<file path="src/rtl/uart_tx_fifo.sv">
// Buffered UART transmitter: a circular FIFO feeds an 8N1-style serializer
// (start bit, NUM_DATA_BITS data bits LSB first, one stop bit).
module uart_tx_fifo #(
    parameter int CLKS_PER_BIT  = 217,
    parameter int NUM_DATA_BITS = 8,
    parameter int FIFO_DEPTH    = 16
) (
    input  logic                          i_clk,
    input  logic                          i_reset_n,
    input  logic                          i_wrStrobe,
    input  logic [NUM_DATA_BITS-1:0]      i_wrByte,
    output logic                          o_tx,
    output logic                          o_txActive,
    output logic                          o_txDoneStrobe,
    output logic                          o_full,
    output logic                          o_empty,
    output logic [$clog2(FIFO_DEPTH):0]   o_count,
    output logic                          o_overflowFlag
);

    localparam int PTR_W  = $clog2(FIFO_DEPTH);
    localparam int CNT_W  = PTR_W + 1;
    localparam int BAUD_W = $clog2(CLKS_PER_BIT);
    localparam int BIT_W  = $clog2(NUM_DATA_BITS);

    localparam logic [BAUD_W-1:0] BAUD_LAST = BAUD_W'(CLKS_PER_BIT - 1);
    localparam logic [BIT_W-1:0]  BIT_LAST  = BIT_W'(NUM_DATA_BITS - 1);
    localparam logic [CNT_W-1:0]  CNT_FULL  = CNT_W'(FIFO_DEPTH);

    typedef enum logic [1:0] {
        IDLE,
        START,
        DATA,
        STOP
    } state_t;

    // ---------------- FIFO ----------------
    logic [NUM_DATA_BITS-1:0] mem [FIFO_DEPTH];
    logic [PTR_W-1:0]         wr_ptr_reg;
    logic [PTR_W-1:0]         rd_ptr_reg;
    logic [CNT_W-1:0]         count_reg;
    logic                     overflow_reg;
    logic                     full;
    logic                     empty;
    logic                     wr_accept;
    logic                     pop;

    assign full      = (count_reg == CNT_FULL);
    assign empty     = (count_reg == '0);
    assign wr_accept = i_wrStrobe & ~full;

    // Storage carries no reset so it maps onto plain RAM.
    always_ff @(posedge i_clk) begin
        if (wr_accept) begin
            mem[wr_ptr_reg] <= i_wrByte;
        end
    end

    always_ff @(posedge i_clk or negedge i_reset_n) begin
        if (!i_reset_n) begin
            wr_ptr_reg   <= '0;
            rd_ptr_reg   <= '0;
            count_reg    <= '0;
            overflow_reg <= 1'b0;
        end else begin
            if (wr_accept) begin
                wr_ptr_reg <= wr_ptr_reg + PTR_W'(1);
            end
            if (pop) begin
                rd_ptr_reg <= rd_ptr_reg + PTR_W'(1);
            end
            case ({wr_accept, pop})
                2'b10:   count_reg <= count_reg + CNT_W'(1);
                2'b01:   count_reg <= count_reg - CNT_W'(1);
                default: count_reg <= count_reg;
            endcase
            // A write against a full FIFO is lost even if a pop frees a slot this cycle.
            if (i_wrStrobe && full) begin
                overflow_reg <= 1'b1;
            end
        end
    end

    // ---------------- Serializer ----------------
    state_t                   state_reg, state_next;
    logic [BAUD_W-1:0]        baud_reg, baud_next;
    logic [BIT_W-1:0]         bit_idx_reg, bit_idx_next;
    logic [NUM_DATA_BITS-1:0] shift_reg, shift_next;
    logic                     tx_reg, tx_next;
    logic                     active_reg, active_next;
    logic                     done_reg, done_next;
    logic                     baud_end;

    assign baud_end = (baud_reg == BAUD_LAST);

    always_ff @(posedge i_clk or negedge i_reset_n) begin
        if (!i_reset_n) begin
            state_reg   <= IDLE;
            baud_reg    <= '0;
            bit_idx_reg <= '0;
            shift_reg   <= '0;
            tx_reg      <= 1'b1;
            active_reg  <= 1'b0;
            done_reg    <= 1'b0;
        end else begin
            state_reg   <= state_next;
            baud_reg    <= baud_next;
            bit_idx_reg <= bit_idx_next;
            shift_reg   <= shift_next;
            tx_reg      <= tx_next;
            active_reg  <= active_next;
            done_reg    <= done_next;
        end
    end

    // Line outputs are the registered image of the current state, so o_tx
    // trails the state register by exactly one cycle for every bit.
    always_comb begin
        state_next   = state_reg;
        baud_next    = baud_reg;
        bit_idx_next = bit_idx_reg;
        shift_next   = shift_reg;
        pop          = 1'b0;
        tx_next      = 1'b1;
        done_next    = 1'b0;
        active_next  = (state_reg != IDLE);

        case (state_reg)
            IDLE: begin
                tx_next = 1'b1;
                if (!empty) begin
                    pop          = 1'b1;
                    shift_next   = mem[rd_ptr_reg];
                    baud_next    = '0;
                    bit_idx_next = '0;
                    state_next   = START;
                end
            end
            START: begin
                tx_next = 1'b0;
                if (baud_end) begin
                    baud_next    = '0;
                    bit_idx_next = '0;
                    state_next   = DATA;
                end else begin
                    baud_next = baud_reg + BAUD_W'(1);
                end
            end
            DATA: begin
                tx_next = shift_reg[0];
                if (baud_end) begin
                    baud_next  = '0;
                    shift_next = shift_reg >> 1;
                    if (bit_idx_reg == BIT_LAST) begin
                        state_next = STOP;
                    end else begin
                        bit_idx_next = bit_idx_reg + BIT_W'(1);
                    end
                end else begin
                    baud_next = baud_reg + BAUD_W'(1);
                end
            end
            STOP: begin
                tx_next = 1'b1;
                if (baud_end) begin
                    baud_next = '0;
                    done_next = 1'b1;
                    // Chain straight into the next frame to avoid an idle gap.
                    if (!empty) begin
                        pop          = 1'b1;
                        shift_next   = mem[rd_ptr_reg];
                        bit_idx_next = '0;
                        state_next   = START;
                    end else begin
                        state_next = IDLE;
                    end
                end else begin
                    baud_next = baud_reg + BAUD_W'(1);
                end
            end
            default: begin
                state_next = IDLE;
            end
        endcase
    end

    assign o_tx           = tx_reg;
    assign o_txActive     = active_reg;
    assign o_txDoneStrobe = done_reg;
    assign o_full         = full;
    assign o_empty        = empty;
    assign o_count        = count_reg;
    assign o_overflowFlag = overflow_reg;

endmodule
</file>
<file path="config.mk">
export PLATFORM = sky130hd
export DESIGN_NAME = uart_tx_fifo
export DESIGN_NICKNAME = d
export VERILOG_FILES = /design/src/rtl/uart_tx_fifo.sv
export SDC_FILE = /design/constraint.sdc
export NUM_CORES = 1
export LEC_CHECK = 0
export CELL_PAD_IN_SITES_DETAIL_PLACEMENT = 0
export CELL_PAD_IN_SITES_GLOBAL_PLACEMENT = 2
export CORE_MARGIN = 5
export CORE_UTILIZATION = 45
export DETAILED_ROUTE_END_ITERATION = 10
export PLACE_DENSITY = 0.87
export SLEW_MARGIN = 20
export SYNTH_ARGS = -nofsm -noshare
export SYNTH_HDL_FRONTEND = slang
export SYNTH_SLANG_ARGS = --single-unit
</file>
<file path="constraint.sdc">
create_clock -name i_clk -period 3.95 [get_ports i_clk]
set_input_delay 0.395 -clock i_clk [delete_from_list [all_inputs] [get_ports i_clk]]
set_output_delay 0.395 -clock i_clk [all_outputs]
set_load 0.05 [all_outputs]
</file>
# ---- Word-level counts from Yosys, hierarchy flattened
# Memory sizes are Yosys's and may differ from the RTL's.
# Cells that the tools add are included.
dict set report word_totals {
  rom_bits 0
  wordCells 74
  inputBits 11
  regBits 38
  out_inout_bits 11
  mem_count 1
  latchBits 0
  mem_bits_rw 128
}
dict set report classes {
  n_div 0
  n_eq_ne 14
  bitwise 2
  n_shift 0
  n_addsub 6
  n_mux 29
  reduce_logical 11
  order_cmp 0
  multipliers 0
}
# memory depth width read_ports rd_ports_with_merged_regs wr line_no
set memory_table {}
lappend memory_table {mem 16 8 1 0 1 38} ;# logic [NUM_DATA_BITS-1:0] mem [FIFO_DEPTH];
# cell n
set op_table {}
lappend op_table {{8-bit 2-to-1 mux} 5}
lappend op_table {{8-bit one-hot mux with 3 select lines} 1}
lappend op_table {{8-bit one-hot mux with 2 select lines} 1}
lappend op_table {{3-bit 2-to-1 mux} 5}
lappend op_table {{2-bit inequality test, second input constant} 6}
lappend op_table {{3-bit one-hot mux with 4 select lines} 1}
lappend op_table {{2-bit 2-to-1 mux} 5}
lappend op_table {{5-bit one-hot mux with 2 select lines} 1}
lappend op_table {{4-bit by 1-bit adder with 4-bit output, second input constant} 2}
lappend op_table {{8-bit by 1-bit adder with 8-bit output, second input constant} 1}
lappend op_table {{8-bit == test, second input constant} 1}
lappend op_table {{2-bit one-hot mux with 4 select lines} 1}
lappend op_table {{1-bit 2-to-1 mux} 7}
lappend op_table {{2-bit == test, second input constant} 3}
lappend op_table {{5-bit by 1-bit adder with 5-bit output, second input constant} 1}
lappend op_table {{5-bit == test, second input constant} 1}
lappend op_table {{5-bit logical NOT} 1}
lappend op_table {{5-bit AND reduction} 1}
lappend op_table {{5-bit by 1-bit subtractor with 5-bit output, second input constant} 1}
lappend op_table {{2-bit by 1-bit == test with 1-bit output, second input constant} 2}
lappend op_table {{4-bit AND reduction} 1}
lappend op_table {{2-bit nonzero test} 2}
lappend op_table {{3-bit by 1-bit adder with 3-bit output, second input constant} 1}
lappend op_table {{3-bit == test, second input constant} 1}
lappend op_table {{other kinds (10)} 10}

# ---- Depth between registers and ports, before layout
dict set report logic_depth {
  word_depth 6
  mapped_depth 15
  ltp_nobuf 13
}

# ---- Worst setup path after synthesis
# OpenSTA, ideal clock, no wires.
dict set report synth_timing {
  kind {flip-flop to flip-flop}
  start {register count_reg[1] (netlist: o_count[1])}
  end {register count_reg[4] (netlist: o_count[4])}
  synth_period_minus_slack_ns 3.336
  path_slack_ns 0.614
  stages_incl_launch_ff 14
  setup_time_ns 0.080
  n_path_buf 2
  required_ns 3.870
  t_arrival_ns 3.256
  path_cell_list {dfrtp_1 > buf_2 > or4_4 > nor2_4 > nor3_2 > ha_1 > clkbuf_1 > xor2_1 > ha_1 > inv_1 > o21ai_0 > a21o_1 > a221oi_1 > xnor2_1}
}
dict set report synth_between {
  elab_chain_cells 6
  elab_cells_between_ends 13
  cone_classes {add/sub: 2; eq/ne: 3; mux: 4; bitwise: 2; reduce/logical: 2}
}
# item line_no
set synth_lines {}
lappend synth_lines {{start: declaration} 41} ;# logic [CNT_W-1:0] count_reg;
lappend synth_lines {{start signal: assignment} 73} ;# 2'b10: count_reg <= count_reg + CNT_W'(1);
lappend synth_lines {{start signal: assignment} 74} ;# 2'b01: count_reg <= count_reg - CNT_W'(1);
lappend synth_lines {{start signal: assignment} 75} ;# default: count_reg <= count_reg;
lappend synth_lines {{5-bit logical NOT *} 49} ;# assign empty = (count_reg == '0);
lappend synth_lines {{named net o_empty} 16} ;# output logic o_empty,
lappend synth_lines {{1-bit 2-to-1 mux *} {131, 169}}
lappend synth_lines {{1-bit 2-to-1 mux} 165} ;# if (baud_end) begin
lappend synth_lines {{1-bit one-hot mux with 2 select lines *} 128} ;# case (state_reg)
lappend synth_lines {{named net pop} 46} ;# logic pop;
lappend synth_lines {{2-bit by 1-bit == test with 1-bit output / 2-bit == test (equally long branches)} 72} ;# case ({wr_accept, pop})
lappend synth_lines {{5-bit one-hot mux with 2 select lines / 2-bit nonzero test (equally long branches)} n/a}
# The timed path passes the listed nets; every way through them passes the cells marked *.
# A chain may end at the register's enable or synchronous reset.

# ---- Worst setup path in the final report
dict set report layout_timing {
  start {register baud_reg[0]}
  end {register count_reg[4] (netlist: o_count[4])}
}
dict set report layout_between {
  elab_chain_cells 5
  elab_cells_between_ends 7
  cone_classes {eq/ne: 3; mux: 3; reduce/logical: 1}
}
# item line_no
set layout_lines {}
lappend layout_lines {{start: declaration} 86} ;# logic [BAUD_W-1:0] baud_reg, baud_next;
lappend layout_lines {{start signal: assignment} 107} ;# baud_reg <= baud_next;
lappend layout_lines {{8-bit == test *} 94} ;# assign baud_end = (baud_reg == BAUD_LAST);
lappend layout_lines {{1-bit 2-to-1 mux *} 165}
lappend layout_lines {{1-bit one-hot mux with 2 select lines *} 128}
lappend layout_lines {{named net pop} 46}
lappend layout_lines {{2-bit by 1-bit == test with 1-bit output / 2-bit == test (equally long branches)} 72}
lappend layout_lines {{5-bit one-hot mux with 2 select lines / 2-bit nonzero test (equally long branches)} n/a}
# Marked as above.

==> results.sh <==
export IMPL_hold_class="primary input to asynchronous set/reset pin"
export IMPL_synth_top_family_by_area="multiplexers"
export IMPL_finClkSkew_ns=0.0131
export IMPL_tightest_slew_ns=0.942
export IMPL_wl_met2_um=6850
export IMPL_gp_congestion=0.769
export IMPL_firstDrtPassIters=4
export IMPL_synth_compound_area_share_pct=6.02
export IMPL_antenna_found_initial=0
export IMPL_place_area_sq_um=7390
export IMPL_synth_top_area_share_pct=54.7
export IMPL_yosys_area_share_adder_pct=3.20
export IMPL_cts_buffer_depth=2
export IMPL_yosysTopAreaCell="edfxtp_1"
export IMPL_cap_viol_max_count=0
export IMPL_nets=480
export IMPL_syn2layout_area_growth_pct=12.9
export IMPL_root_buffer="clkbuf_16"
export IMPL_final_area_sq_um=7940
export IMPL_syn_inst=425
export IMPL_powerDensity_nw_per_um2=544
export IMPL_placed_cells=643
export IMPL_critPathCaptureType="register"
export IMPL_leakagePower_nw=2.78
export IMPL_core_area_sq_um=15300
export IMPL_clk_latency_ns=0.42
export IMPL_multi_input_area_sq_um=2030
export IMPL_critPathKind="register to register"
export IMPL_htreeDepth=4
export IMPL_top_layer_used="met4"
export IMPL_synthFlopType="edfxtp_1"
export IMPL_die_w_um=135
export IMPL_final_cells=675
export IMPL_met1Wirelength_um=5450
export IMPL_synth_mux_area_fraction_pct=11.4
export IMPL_rows=45
export IMPL_synth_seq_area_share_pct=68.2
export IMPL_drive_gt1_share_pct=15.7
export IMPL_tns_ns=0
export IMPL_worstPathArrival_ns=3.53
export IMPL_numClockSinks=166
export IMPL_whs_ns=0.116
export IMPL_async_reset_ff_share_pct=22.9
export IMPL_start_util_pct=46.1
export IMPL_seqCellArea_sq_um=4800
export IMPL_r2r_slack_ns=0.76
export IMPL_drc_errors=0
export IMPL_overflow=0
export IMPL_synth_cell_area_sq_um=7030
export IMPL_synth_xor_area_share_pct=2.24
export IMPL_io_pins=22
export IMPL_required_ns=4.29
export IMPL_wl_met3_um=563
export IMPL_numCtsBuffers=17
export IMPL_fillCellCount=1201
export IMPL_status="completed"
export IMPL_wl_per_cell_um=19.4
export IMPL_post_cts_resized=0
export IMPL_finalHoldViolations=0
export IMPL_slew_viol_final=0
export IMPL_max_slew_margin_pct=36.9
export IMPL_routed_wl_um=13100
export IMPL_reg2regPathDepth=13
export IMPL_fmax_ghz=0.314
export IMPL_yosys_area_share_simple_pct=6.09
export IMPL_die_h_um=135
export IMPL_grt_pass1_wl_um=21100
export IMPL_yosysMostFrequentCell="edfxtp_1"
export IMPL_synth_common_cells="128 x edfxtp_1, 37 x dfrtp_1, 32 x nor2_1"
export IMPL_routed_via_density=5.49
export IMPL_clk_pin_slew_ns=0.06
export IMPL_synth_area_leaders="edfxtp_1 55%, dfrtp_1 13%, mux4_2 7.7%, ha_1 3.2%, mux4_1 3.0%"
export IMPL_ys_seq_elements=166
export IMPL_r2r_start="baud_reg[0]$_DFFE_PN0P_"
export IMPL_cts_setup_buffers=0
export IMPL_synth_net_count=454
export IMPL_largest_reg_flops=128
export IMPL_synth_edff_count=128
export IMPL_irDropWorstVdd_v=0.000383
export IMPL_yosysUniqueCellTypes=47
export IMPL_grt_max_degree=39
export IMPL_cp_start_kind="register"
export IMPL_io_buffers=21
export IMPL_vias=3706
export IMPL_gr_usage_all_layers_pct=15.5
export IMPL_cts_tree="yes"
export IMPL_first_global_vias=3878
export IMPL_crit_fanout=8
export IMPL_synth_yosys_warnings=0
export IMPL_ctsHoldBuffers=0
export IMPL_dp_hpwl_um=8760
export IMPL_rsz0062_at_grt="false"
export IMPL_drt_iter0_drc=276
export IMPL_setup_violations=0
export IMPL_r2r_end="o_count[4]$_DFFE_PN0P_"
export IMPL_ant_nets=0
export IMPL_final_period_utilization_pct=80.7
export IMPL_die_area_sq_um=18200
export IMPL_syn_avg_cell_area_sq_um=16.5
export IMPL_period_needed_ns=3.19
export IMPL_diodes=0
==> cell families (layout without fill, tap and decap cells) <==
group | count (synthesis) | count (layout)
xor+xnor | 18 | 18
flops | 166 | 166
simple gates | 88 | 88
buf+inv | 32 | 71
compound gates | 67 | 67
fa+ha+maj | 18 | 18
mux | 36 | 36
==> layer usage <==
metal | vias up | global-route usage, %
met1 | 1906 | 19.2
met4 | 0 | 5.99
li1 | 1695 | -
met5 | - | 0
met3 | 19 | 4.28
met2 | 86 | 26.2
==> critical path: stages, from the launching register on <==
cell      delay [ns]
dfrtp_1         0.40
inv_1           0.10
ha_1            0.14
nor4bb_1        0.33
a41oi_1         0.20
nor3_2          0.37
ha_1            0.43
xor2_1          0.12
ha_1            0.23
inv_1           0.06
o21ai_0         0.07
a21o_1          0.19
a221oi_1        0.33
xnor2_1         0.15
==> final cells by class <==
cell class | count | share of cell area [%]
Clock buffer | 23 | 6.02
Timing Repair Buffer | 27 | 3.15
Sequential cell | 166 | 60.4
Clock inverter | 9 | 0.883
Multi-Input combinational cell | 227 | 25.6
Inverter | 12 | 0.567
Tap cell | 211 | 3.33
==> how the worst max path moves through the flow <==
stage | slack (ns) | endpoint | start | depth (start not counted)
after global placement | 0.90 | o_count[4]$_DFFE_PN0P_ | baud_reg[0]$_DFFE_PN0P_ | 13
after global routing | 0.52 | o_count[4]$_DFFE_PN0P_ | baud_reg[0]$_DFFE_PN0P_ | 13
after CTS | 0.74 | o_count[4]$_DFFE_PN0P_ | baud_reg[0]$_DFFE_PN0P_ | 13
after detailed placement | 0.85 | o_count[4]$_DFFE_PN0P_ | baud_reg[0]$_DFFE_PN0P_ | 13
final | 0.76 | o_count[4]$_DFFE_PN0P_ | baud_reg[0]$_DFFE_PN0P_ | 13
after floorplan | 0.61 | o_count[4]$_DFFE_PN0P_ | o_count[1]$_DFFE_PN0P_ | 13
==> report_power, final <==
group	internal, mW	leakage [nW]	total (mW)	switching (mW)
Sequential	2.07	1.61	2.20	0.124
Combinational	0.212	0.910	0.611	0.399
Clock	0.858	0.256	1.51	0.651
Total	3.14	2.78	4.32	1.17
==> layout by cell type, fill, tap and decap left out, drive strengths merged, types with 5 or more instances in the layout <==
cell type	netlist	routed
nor3	7	7
and2	5	5
xnor2	8	8
buf	14	7
nor2	33	33
xor2	10	10
a21oi	26	26
inv	12	14
mux4	32	32
clkdlybuf4s50	0	20
o21ai	11	11
dfrtp	37	37
ha	18	18
nand2	20	20
a22oi	17	17
clkbuf	3	23
edfxtp	128	128
==> metrics by stage <==
step	worst slack (ns)	utilization [%]	total power [mW]
final	0.760	52.0	4.32
after global routing	0.523	52.0	4.50
after CTS	0.739	52.0	4.36
after detailed placement	0.848	48.4	2.85
after global placement	0.899	48.4	2.82
after floorplan	0.614	-	2.61
(Power assumes the default switching activity.)
